--- src/rtl/ay_shadow_if.sv ---
// PSG bus snoop interface: registered BC1/BDIR strobes and CPU data in,
// shadow readback and chip/address status out.
interface ay_shadow_if;
  // Strobe semantics: a command is taken once, on the first cycle ay_bdir is
  // seen high (bc1=1 latch, bc1=0 write). Holding ay_bdir high or changing
  // ay_bc1 under it adds nothing. Readback is live whenever bc1=1 and bdir=0.
  logic       ay_bc1;
  logic       ay_bdir;
  logic [7:0] d;
  logic [7:0] d_out;
  logic       d_out_active;
  logic       chip_sel;
  logic [3:0] reg_addr;
  logic       addr_valid;
  logic       env_restart;

  modport master (
    output ay_bc1, ay_bdir, d,
    input  d_out, d_out_active, chip_sel, reg_addr, addr_valid, env_restart
  );

  modport slave (
    input  ay_bc1, ay_bdir, d,
    output d_out, d_out_active, chip_sel, reg_addr, addr_valid, env_restart
  );
endinterface

--- src/rtl/ay_shadow.sv ---
// Shadow copy of the AY/YM register file (one or two TurboSound chips),
// driven by snooping the PSG bus strobes; supplies CPU readback data.
module ay_shadow #(
  parameter int TS_CHIPS = 2
) (
  input  logic        clk28,
  input  logic        rst_n,
  input  logic        en,
  input  logic        ts_en,
  ay_shadow_if.slave  bus
);

  localparam bit TS_DUAL = (TS_CHIPS == 2);
  localparam int NREGS   = 16 * TS_CHIPS;
  localparam int IDX_W   = TS_DUAL ? 5 : 4;

  logic [7:0]       shadow [NREGS];
  logic [7:0]       addr;
  logic             sel_q;
  logic             prev_bdir;
  logic             env_q;
  logic             cmd_start;
  logic             ts_cmd;
  logic             addr_ok;
  logic [IDX_W-1:0] idx;

  function automatic logic [7:0] width_mask(input logic [3:0] r);
    case (r)
      4'd1, 4'd3, 4'd5, 4'd13:  width_mask = 8'h0F;
      4'd6, 4'd8, 4'd9, 4'd10:  width_mask = 8'h1F;
      default:                  width_mask = 8'hFF;
    endcase
  endfunction

  generate
    if (TS_DUAL) begin : g_dual
      assign idx = {sel_q, addr[3:0]};
    end else begin : g_single
      assign idx = addr[3:0];
    end
  endgenerate

  assign cmd_start = en & bus.ay_bdir & ~prev_bdir;
  assign ts_cmd    = TS_DUAL & ts_en;
  assign addr_ok   = (addr[7:4] == 4'h0);

  // prev_bdir resets high so a bdir already asserted at reset release
  // cannot be mistaken for a fresh command edge.
  always_ff @(posedge clk28 or negedge rst_n) begin
    if (!rst_n) begin
      prev_bdir <= 1'b1;
      addr      <= 8'h00;
      sel_q     <= 1'b0;
      env_q     <= 1'b0;
      for (int i = 0; i < NREGS; i++) shadow[i] <= 8'h00;
    end else begin
      prev_bdir <= bus.ay_bdir;
      env_q     <= 1'b0;
      if (cmd_start) begin
        if (bus.ay_bc1) begin
          if (ts_cmd && bus.d == 8'hFF)      sel_q <= 1'b0;
          else if (ts_cmd && bus.d == 8'hFE) sel_q <= 1'b1;
          else                               addr  <= bus.d;
        end else if (addr_ok) begin
          shadow[idx] <= bus.d & width_mask(addr[3:0]);
          env_q       <= (addr[3:0] == 4'd13);
        end
      end
    end
  end

  assign bus.d_out        = addr_ok ? shadow[idx] : 8'hFF;
  assign bus.d_out_active = en & bus.ay_bc1 & ~bus.ay_bdir;
  assign bus.chip_sel     = sel_q;
  assign bus.reg_addr     = addr[3:0];
  assign bus.addr_valid   = addr_ok;
  assign bus.env_restart  = env_q;

endmodule
--- src/flat_wrapper.sv ---
// flat-port wrapper written by rule: the top's interface ports become plain ports
module ay_shadow_flat 
#(
  parameter int TS_CHIPS = 2
)
  (clk28, rst_n, en, ts_en, bus_ay_bc1, bus_ay_bdir, bus_d, bus_d_out, bus_d_out_active, bus_chip_sel, bus_reg_addr, bus_addr_valid, bus_env_restart);
  ay_shadow_if bus_i ();
  input  logic clk28;
  input  logic rst_n;
  input  logic en;
  input  logic ts_en;
  input wire logic [$bits(bus_i.ay_bc1)-1:0] bus_ay_bc1;
  input wire logic [$bits(bus_i.ay_bdir)-1:0] bus_ay_bdir;
  input wire logic [$bits(bus_i.d)-1:0] bus_d;
  output wire logic [$bits(bus_i.d_out)-1:0] bus_d_out;
  output wire logic [$bits(bus_i.d_out_active)-1:0] bus_d_out_active;
  output wire logic [$bits(bus_i.chip_sel)-1:0] bus_chip_sel;
  output wire logic [$bits(bus_i.reg_addr)-1:0] bus_reg_addr;
  output wire logic [$bits(bus_i.addr_valid)-1:0] bus_addr_valid;
  output wire logic [$bits(bus_i.env_restart)-1:0] bus_env_restart;
  assign bus_i.ay_bc1 = bus_ay_bc1;
  assign bus_i.ay_bdir = bus_ay_bdir;
  assign bus_i.d = bus_d;
  assign bus_d_out = bus_i.d_out;
  assign bus_d_out_active = bus_i.d_out_active;
  assign bus_chip_sel = bus_i.chip_sel;
  assign bus_reg_addr = bus_i.reg_addr;
  assign bus_addr_valid = bus_i.addr_valid;
  assign bus_env_restart = bus_i.env_restart;
  ay_shadow #(.TS_CHIPS(TS_CHIPS)) u_core (.clk28(clk28), .rst_n(rst_n), .en(en), .ts_en(ts_en), .bus(bus_i));
endmodule
--- config.mk ---
export PLATFORM = sky130hd
export DESIGN_NAME = ay_shadow_flat
export DESIGN_NICKNAME = d
export VERILOG_FILES = /design/src/rtl/ay_shadow_if.sv /design/src/rtl/ay_shadow.sv /design/src/flat_wrapper.sv
export SDC_FILE = /design/constraint.sdc
export NUM_CORES = 1
export LEC_CHECK = 0
export BUFFER_PORTS_ARGS = -buffer_cell sky130_fd_sc_hd__buf_2
export CAP_MARGIN = 15
export CORE_AREA = 2 2 157 159
export DETAILED_ROUTE_END_ITERATION = 10
export DIE_AREA = 0 0 159 161
export PLACE_DENSITY_LB_ADDON = 0.1
export SYNTH_ARGS = -nofsm -noshare
export SYNTH_HDL_FRONTEND = slang
export SYNTH_SLANG_ARGS = --single-unit
--- constraint.sdc ---
create_clock -name clk28 -period 7.78 [get_ports clk28]
set_clock_uncertainty 0.15 [all_clocks]
set_input_delay 2.334 -clock clk28 [delete_from_list [all_inputs] [get_ports clk28]]
set_output_delay 2.334 -clock clk28 [all_outputs]
set_load 0.02 [all_outputs]
==> results of run 1 <==
==> power groups by stage <==
stage	Sequential, mW	Clock (mW)	Combinational, mW
2_1_floorplan	1.47	0	0.401
3_3_place_gp	1.50	0	0.543
3_5_place_dp	1.51	0	0.543
4_1_cts	1.48	1.40	0.546
5_1_grt	1.49	1.45	0.581
6_report	1.48	1.37	0.544
==> cells in the mapped netlist (all sizes together) (5+ instances only) <==
cell type,instances
a21oi,8
a22oi,23
and2,8
buf,71
clkbuf,25
dfrtp,266
ha,5
inv,15
mux2,141
mux2i,77
mux4,29
nand2,124
nand3,14
nand4,40
nor2,16
nor2b,7
nor3,8
o21ai,115
==> layout make-up <==
cell class | count | area [um^2] | area share [%]
sequential | 267 | 6690 | 47.0
clock buffer | 42 | 845 | 5.94
tap | 324 | 405 | 2.85
clock inverter | 10 | 106 | 0.748
timing repair buffer | 49 | 305 | 2.15
inverter | 16 | 72.6 | 0.511
multi-input combinational | 658 | 5790 | 40.8
==> worst max-delay path by stage <==
stage,end
after floorplan,bus_d_out_active
after global placement,bus_d_out[7]
after detailed placement,bus_d_out[7]
after CTS,bus_d_out[7]
after global routing,bus_d_out[7]
final,bus_d_out[7]
==> critical path, cell delays in order (launching register included) <==
cell,delay [ns]
dfrtp_4,0.74
buf_4,0.60
mux2i_1,0.28
o32ai_1,0.10
a2111oi_0,1.03
buf_4,0.25
nand4_1,0.14
buf_2,0.21
==> per-layer routing <==
metal,track usage (%),wire length [um],up-vias
li1,-,-,3698
met1,39.6,15400,4174
met2,38.8,14200,200
met3,3.85,1630,52
met4,7.07,862,0
met5,0,0,-
==> registers in the layout (all words and copies together), names as in the netlist <==
name,cells
u_core.bus.chip_sel,1
u_core.prev_bdir,1
u_core.bus.env_restart,1
u_core.shadow,256
u_core.addr,8
==> cells by family (layout without fill, tap and decap cells) <==
| group | count (synthesis) | after routing | share of synthesized area (%) |
|---|---|---|---|
| multiplexers | 247 | 247 | 24.3 |
| flip-flops | 267 | 267 | 50.4 |
| adder cells (fa/ha/maj) | 5 | 5 | 0.472 |
| buffers and inverters | 112 | 117 | 5.86 |
| AO/OA/AOI/OAI | 171 | 171 | 7.48 |
| AND/OR/NAND/NOR | 235 | 235 | 11.5 |
==> impl_metrics.toml, run 1 <==
[synth]
netlist.top_cell.by_area = "dfrtp_1"
yosys_warnings = 0
syn_inst = 1037
seq_area_frac_synth_pct = 50.4
synth.cell_area_um2 = 13300
syn_nets = 1056
synth_top_area_share_pct = 50.2
synth-edff-count = 0
synth.avg_cell_area_um2 = 12.8
synth-seq-cells = 267
synth_area_leaders = "dfrtp_1 (50%), mux2_2 (7.1%), mux2_4 (6.1%)"
ys.flop_type = "dfrtp_1"
synth_cell_types = 56
synthArstFlopShare_pct = 100

[detailed_routing]
drt-wirelength-per-cell_um = 23.5
totalWireLength_um = 32100
drtPass1Iterations = 7
drt_iter0_drc = 644
vias = 8124
via_per_inst = 5.95
drc = 0
ant_nets = 0

[power]
clockPowerShare_pct = 40.4
p_int_mw = 2.42
p_seq_share_pct = 43.6
p_comb_share_pct = 16.0
finalPower_mw = 3.40
power_switching_uw = 983
swShare_pct = 28.9
power.density_nw_per_um2 = 239
leakage_nw = 6.80
ir_drop_v = 0.000156

[floorplan]
num_rows = 57
start_util_pct = 55.3
design.die.area_um2 = 25600
coreArea_um2 = 24000
die_width_um = 159
ioPinCount = 30
die_h_um = 161

[final_layout]
final_common_cell = "dfrtp_1"
fin_util_pct = 59.3
drive_above_1_share_pct = 28.9
antenna_cells = 0
n_fill_cell = 1968
nNetsFinal = 1039
most-common-layout-cells = "dfrtp_1 (264), nand2_1 (124), o21ai_0 (115), mux2_2 (83), mux2i_1 (77)"
fin_area_um2 = 14200
area_delta_synth_final_pct = 7.28
final_cells = 1366

[min_path]
holdPathStages = 2
min_to = "u_core.shadow[37]"
hp-class = "reg -> reg"
worstHoldStart = "u_core.shadow[37]"

[sta]
rsz0062_at_grt = "false"
worst-slew-pin-transition_ns = 1.19
fin_crit_sh_pct = 82.2
relSlewSlack_pct = 18.6
slew_viol_final = 0
fin_ws_ns = 1.39
finalCriticalPeriod_ns = 6.39
setup_tns_ns = 0
setup_viol = 0
hold_viol_final = 0
fmax_mhz = 156
timing.hold.ws_ns = 0.323

[global_route]
grt_max_degree = 136
antenna_found_initial = 0
grt_pass1_vias = 8248
grt_pass1_wl_um = 51100
grt_util_all_layers_pct = 25.8
grt.overflow.total = 0

[clock_network]
clk_latency_ns = 0.55
cts_root_buf = "clkbuf_16"
hold_buffers = 0
cts_tree = "built"
cts.htree.levels = 1
path_clk_slew_ns = 0.06
numCtsBuffers = 28
ctsResizeCount = 0
cts_sinks = 267
cts_setup_buffers = 0
cts_max_path_buffers = 3

[placement]
routabilityCongestion = 0.817
dp_hpwl_um = 20800
port_buffers = 29
place_area_um2 = 13300
pre_cts_slack_ns = 2.01
dpl.cell_count = 1314

[setup_path]
regToRegSetupSlack_ns = 4.14
path_class = "reg -> out"
cp.arrival_ns = 3.91
end_kind = "primary output"
critPathRequiredTime_ns = 5.30
critical_path.startpoint = "u_core.addr[1]"
ff2ff_path_depth = 8
cp-start-kind = "flip-flop"
crit_fanout = 34
r2r-end = "u_core.shadow[133]"
timing.rr.start = "u_core.addr[0]"

[outcome]
status = "finished clean"

[run]
drv_cap = 0
No activity file was read; power rests on OpenSTA's default activity.
==> inputs of run 2 (changes only) <==
==> constraint.sdc (replaced) <==
create_clock -name clk28 -period 5.9 [get_ports clk28]
set_clock_uncertainty 0.15 [all_clocks]
set_input_delay 1.77 -clock clk28 [delete_from_list [all_inputs] [get_ports clk28]]
set_output_delay 1.77 -clock clk28 [all_outputs]
set_load 0.02 [all_outputs]
==> impl_metrics.toml, run 2 (synthesis results as in run 1) <==
[final_layout]
drive_above_1_share_pct = 28.7
antenna_cells = 0
largest_registers = "u_core.shadow x256, u_core.addr x8"
area_delta_synth_final_pct = 7.16
nNetsFinal = 1041
most-common-layout-cells = "dfrtp_1 (264), nand2_1 (124), o21ai_0 (115), mux2_2 (83), mux2i_1 (77)"
n_fill_cell = 1986
largest_register_ffs = 256
top_register = "u_core.shadow"
fin_area_um2 = 14200
final_common_cell = "dfrtp_1"

[clock_network]
numCtsBuffers = 28
cts_sinks = 267
cts_setup_buffers = 0
clk_latency_ns = 0.54
path_clk_slew_ns = 0.06
hold_buffers = 0
cts.htree.levels = 1
cts_root_buf = "clkbuf_16"
cts_tree = "built"
cts_max_path_buffers = 3
ctsResizeCount = 0

[sta]
finalCriticalPeriod_ns = 5.47
setup_viol = 0
hold_viol_final = 0
relSlewSlack_pct = 18.7
setup_tns_ns = 0
worst-slew-pin-transition_ns = 1.19
rsz0062_at_grt = "false"
fmax_mhz = 183
fin_ws_ns = 0.433
slew_viol_final = 0
fin_crit_sh_pct = 92.7

[global_route]
antenna_found_initial = 1
grt_max_degree = 96
grt.overflow.total = 0
grt_pass1_vias = 8261
grt_pass1_wl_um = 51600
grt_util_all_layers_pct = 25.8

[run]
drv_cap = 0

[power]
leakage_nw = 6.79
power.density_nw_per_um2 = 308
ir_drop_v = 0.000209
finalPower_mw = 4.37

[detailed_routing]
drtPass1Iterations = 5
vias = 8179
ant_nets = 0
totalWireLength_um = 32400
drt_iter0_drc = 562
drt-wirelength-per-cell_um = 23.7
via_per_inst = 5.98
drc = 0

[placement]
place_area_um2 = 13300
dp_hpwl_um = 21000
pre_cts_slack_ns = 1.06
routabilityCongestion = 0.888
port_buffers = 29

[setup_path]
cp.arrival_ns = 3.55
cp-start-kind = "flip-flop"
end_kind = "primary output"
critPathRequiredTime_ns = 3.98
crit_fanout = 25
path_class = "reg -> out"

[floorplan]
die_width_um = 159
num_rows = 57
die_h_um = 161
ioPinCount = 30
design.die.area_um2 = 25600
start_util_pct = 55.3
coreArea_um2 = 24000

[outcome]
status = "finished clean"

[min_path]
hp-class = "reg -> reg"
-- run 2: routing by layer --
metal | vias to the layer above | GRT usage (%) | part of all wire, %
met1 | 4229 | 38.8 | 47
li1 | 3702 | - | -
met3 | 46 | 3.60 | 5.0
met2 | 200 | 40.5 | 46
met5 | - | 0 | 0.022
met4 | 2 | 5.62 | 1.8
-- run 2: layout make-up --
type / count / area [um^2] / share of cell area (%)
inverters: 16 / 72.6 / 0.511
repair buffers: 51 / 358 / 2.52
flip-flops and latches: 267 / 6690 / 47.1
clock inverters: 7 / 40.0 / 0.282
well taps: 324 / 405 / 2.86
multi-input cells: 658 / 5790 / 40.8
clock buffers: 44 / 842 / 5.93
-- run 2: report_power, final --
part	leakage, nW	switching (mW)	internal [mW]
Clock	0.431	0.723	0.975
Combinational	2.72	0.477	0.237
Sequential	3.64	0.0818	1.88
Total	6.79	1.28	3.09
-- run 2: critical path: stages, from the launching register on --
cell and delay [ns]:
dfrtp_2 0.84, mux4_2 0.61, a2111oi_0 1.05, nand4_1 0.26
buf_2 0.23
-- run 2: path summary, 6_finish.rpt --
kind | startpoint | endpoint | slack [ns] | cells after the start
max in group asynchronous | rst_n | u_core.addr[1] | 3.48 | 2
max | u_core.addr[0] | bus_d_out[7] | 0.43 | 4
min reg2reg | u_core.shadow[38] | u_core.shadow[38] | 0.32 | 2
max reg2reg | u_core.addr[0] | u_core.shadow[166] | 2.12 | 8
min in group asynchronous | rst_n | u_core.shadow[181] | 1.10 | 1
min | u_core.shadow[38] | u_core.shadow[38] | 0.32 | 2
-- run 2: per-stage QoR --
step                cells  hold slack (ns)  utilization [%]
floorplan            1037            0.294                -
global placement     1316            0.306             55.6
detailed placement   1316            0.316             55.6
CTS                  1367            0.329             59.3
global route         1367            0.351             59.3
finish               1367            0.325             59.3
==> inputs of run 3 (changes only) <==
--- a/config.mk
+++ b/config.mk
@@ -10,7 +10,7 @@
 export CORE_AREA = 2 2 157 159
 export DETAILED_ROUTE_END_ITERATION = 10
 export DIE_AREA = 0 0 159 161
-export PLACE_DENSITY_LB_ADDON = 0.1
+export PLACE_DENSITY = 0.73
 export SYNTH_ARGS = -nofsm -noshare
 export SYNTH_HDL_FRONTEND = slang
 export SYNTH_SLANG_ARGS = --single-unit
==> impl_metrics.toml, run 3 (synthesis results as in run 1) <==
[floorplan]
start_util_pct = 55.3
num_rows = 57
die_h_um = 161
ioPinCount = 30
design.die.area_um2 = 25600
die_width_um = 159
coreArea_um2 = 24000

[placement]
port_buffers = 29
dp_hpwl_um = 20600
routabilityCongestion = 0.926

[clock_network]
clk_latency_ns = 0.55
cts_setup_buffers = 0
numCtsBuffers = 29
hold_buffers = 0
cts_tree = "built"
cts_sinks = 267
cts_root_buf = "clkbuf_16"
cts.htree.levels = 1
ctsResizeCount = 0
path_clk_slew_ns = 0.06
cts_max_path_buffers = 3

[setup_path]
path_class = "reg -> out"
critical_path.startpoint = "u_core.addr[1]"
end_kind = "primary output"
cp.arrival_ns = 3.49
crit_fanout = 63
regToRegSetupSlack_ns = 1.98
critPathRequiredTime_ns = 3.98
ff2ff_path_depth = 6
timing.rr.start = "u_core.addr[0]"
r2r-end = "u_core.shadow[118]"
cp-start-kind = "flip-flop"

[detailed_routing]
ant_nets = 0
drt-wirelength-per-cell_um = 23.9
via_per_inst = 6.12
vias = 8348
drtPass1Iterations = 7
totalWireLength_um = 32500
drt_iter0_drc = 859
drc = 0

[global_route]
antenna_found_initial = 1
gr-usage-met3_pct = 5.42
grt_max_degree = 103
grt.overflow.total = 0
busiest_layer = "met2"
grt_pass1_wl_um = 51300
grt_use_met2_pct = 39.3
use_met1_pct = 37.7
grt_util_all_layers_pct = 25.8
grt_pass1_vias = 8739

[final_layout]
antenna_cells = 0
drive_above_1_share_pct = 28.7
top_register = "u_core.shadow"
most-common-layout-cells = "dfrtp_1 (264), nand2_1 (124), o21ai_0 (115), mux2_2 (83), mux2i_1 (77)"
area_delta_synth_final_pct = 7.31
largest_register_ffs = 256
nNetsFinal = 1036
final_common_cell = "dfrtp_1"
largest_registers = "u_core.shadow x256, u_core.addr x8"

[min_path]
worstHoldStart = "u_core.shadow[253]"
min_to = "u_core.shadow[253]"
hp-class = "reg -> reg"
holdPathStages = 2

[power]
power.density_nw_per_um2 = 316
leakage_nw = 6.80
ir_drop_v = 0.000271

[sta]
finalCriticalPeriod_ns = 5.41
timing.hold.ws_ns = 0.327
worst-slew-pin-transition_ns = 1.24
fin_crit_sh_pct = 91.7
setup_tns_ns = 0
fmax_mhz = 185
slew_viol_final = 0
hold_viol_final = 0
setup_viol = 0
relSlewSlack_pct = 16.9
rsz0062_at_grt = "false"

[run]
drv_cap = 0

[outcome]
status = "finished clean"
==> run 3: worst max-delay path, stage by stage, from the launching register on <==
cell and delay (ns):
dfrtp_4 1.13, buf_4 0.36, mux4_2 0.33, and3_1 0.20, nor4_1 0.38, nand4_1 0.25, buf_2 0.23
==> run 3: per-layer routing <==
metal	share of wire (%)	wire length, um
met5	0.055	18
met1	45	14700
met3	7.4	2410
met4	2.7	865
met2	45	14500
==> run 3: layout make-up <==
class                           instances  area, um^2
Clock buffer                           47         913
Clock inverter                          6        58.8
Fill cell                            1936        9740
Inverter                               16        72.6
Multi-Input combinational cell        658        5790
Sequential cell                       267        6690
Tap cell                              324         405
Timing Repair Buffer                   45         288
==> run 3: through the flow <==
stage	std cells	utilization, %	setup slack (ns)	cell area, um^2	power, mW
floorplan	1037	-	1.89	13300	2.46
global placement	1310	55.3	1.18	13200	2.68
detailed placement	1310	55.3	1.14	13200	2.68
CTS	1363	59.3	0.539	14200	4.50
global route	1363	59.3	0.391	14200	4.63
finish	1363	59.3	0.492	14200	4.49
==> run 3: where the power goes <==
group / total, mW / switching, mW / leakage, nW / internal, mW
Clock: 1.83 / 0.732 / 0.485 / 1.09
Combinational: 0.666 / 0.436 / 2.68 / 0.230
Sequential: 2.00 / 0.119 / 3.64 / 1.88
==> run 3: how the worst max path moves through the flow <==
| stage | end | slack, ns | cells past startpoint |
|---|---|---|---|
| global route | bus_d_out[6] | 0.39 | 6 |
| floorplan | bus_d_out_active | 1.89 | 2 |
| finish | bus_d_out[0] | 0.49 | 6 |
| global placement | bus_d_out[0] | 1.18 | 5 |
| CTS | bus_d_out[6] | 0.54 | 6 |
| detailed placement | bus_d_out[6] | 1.14 | 6 |
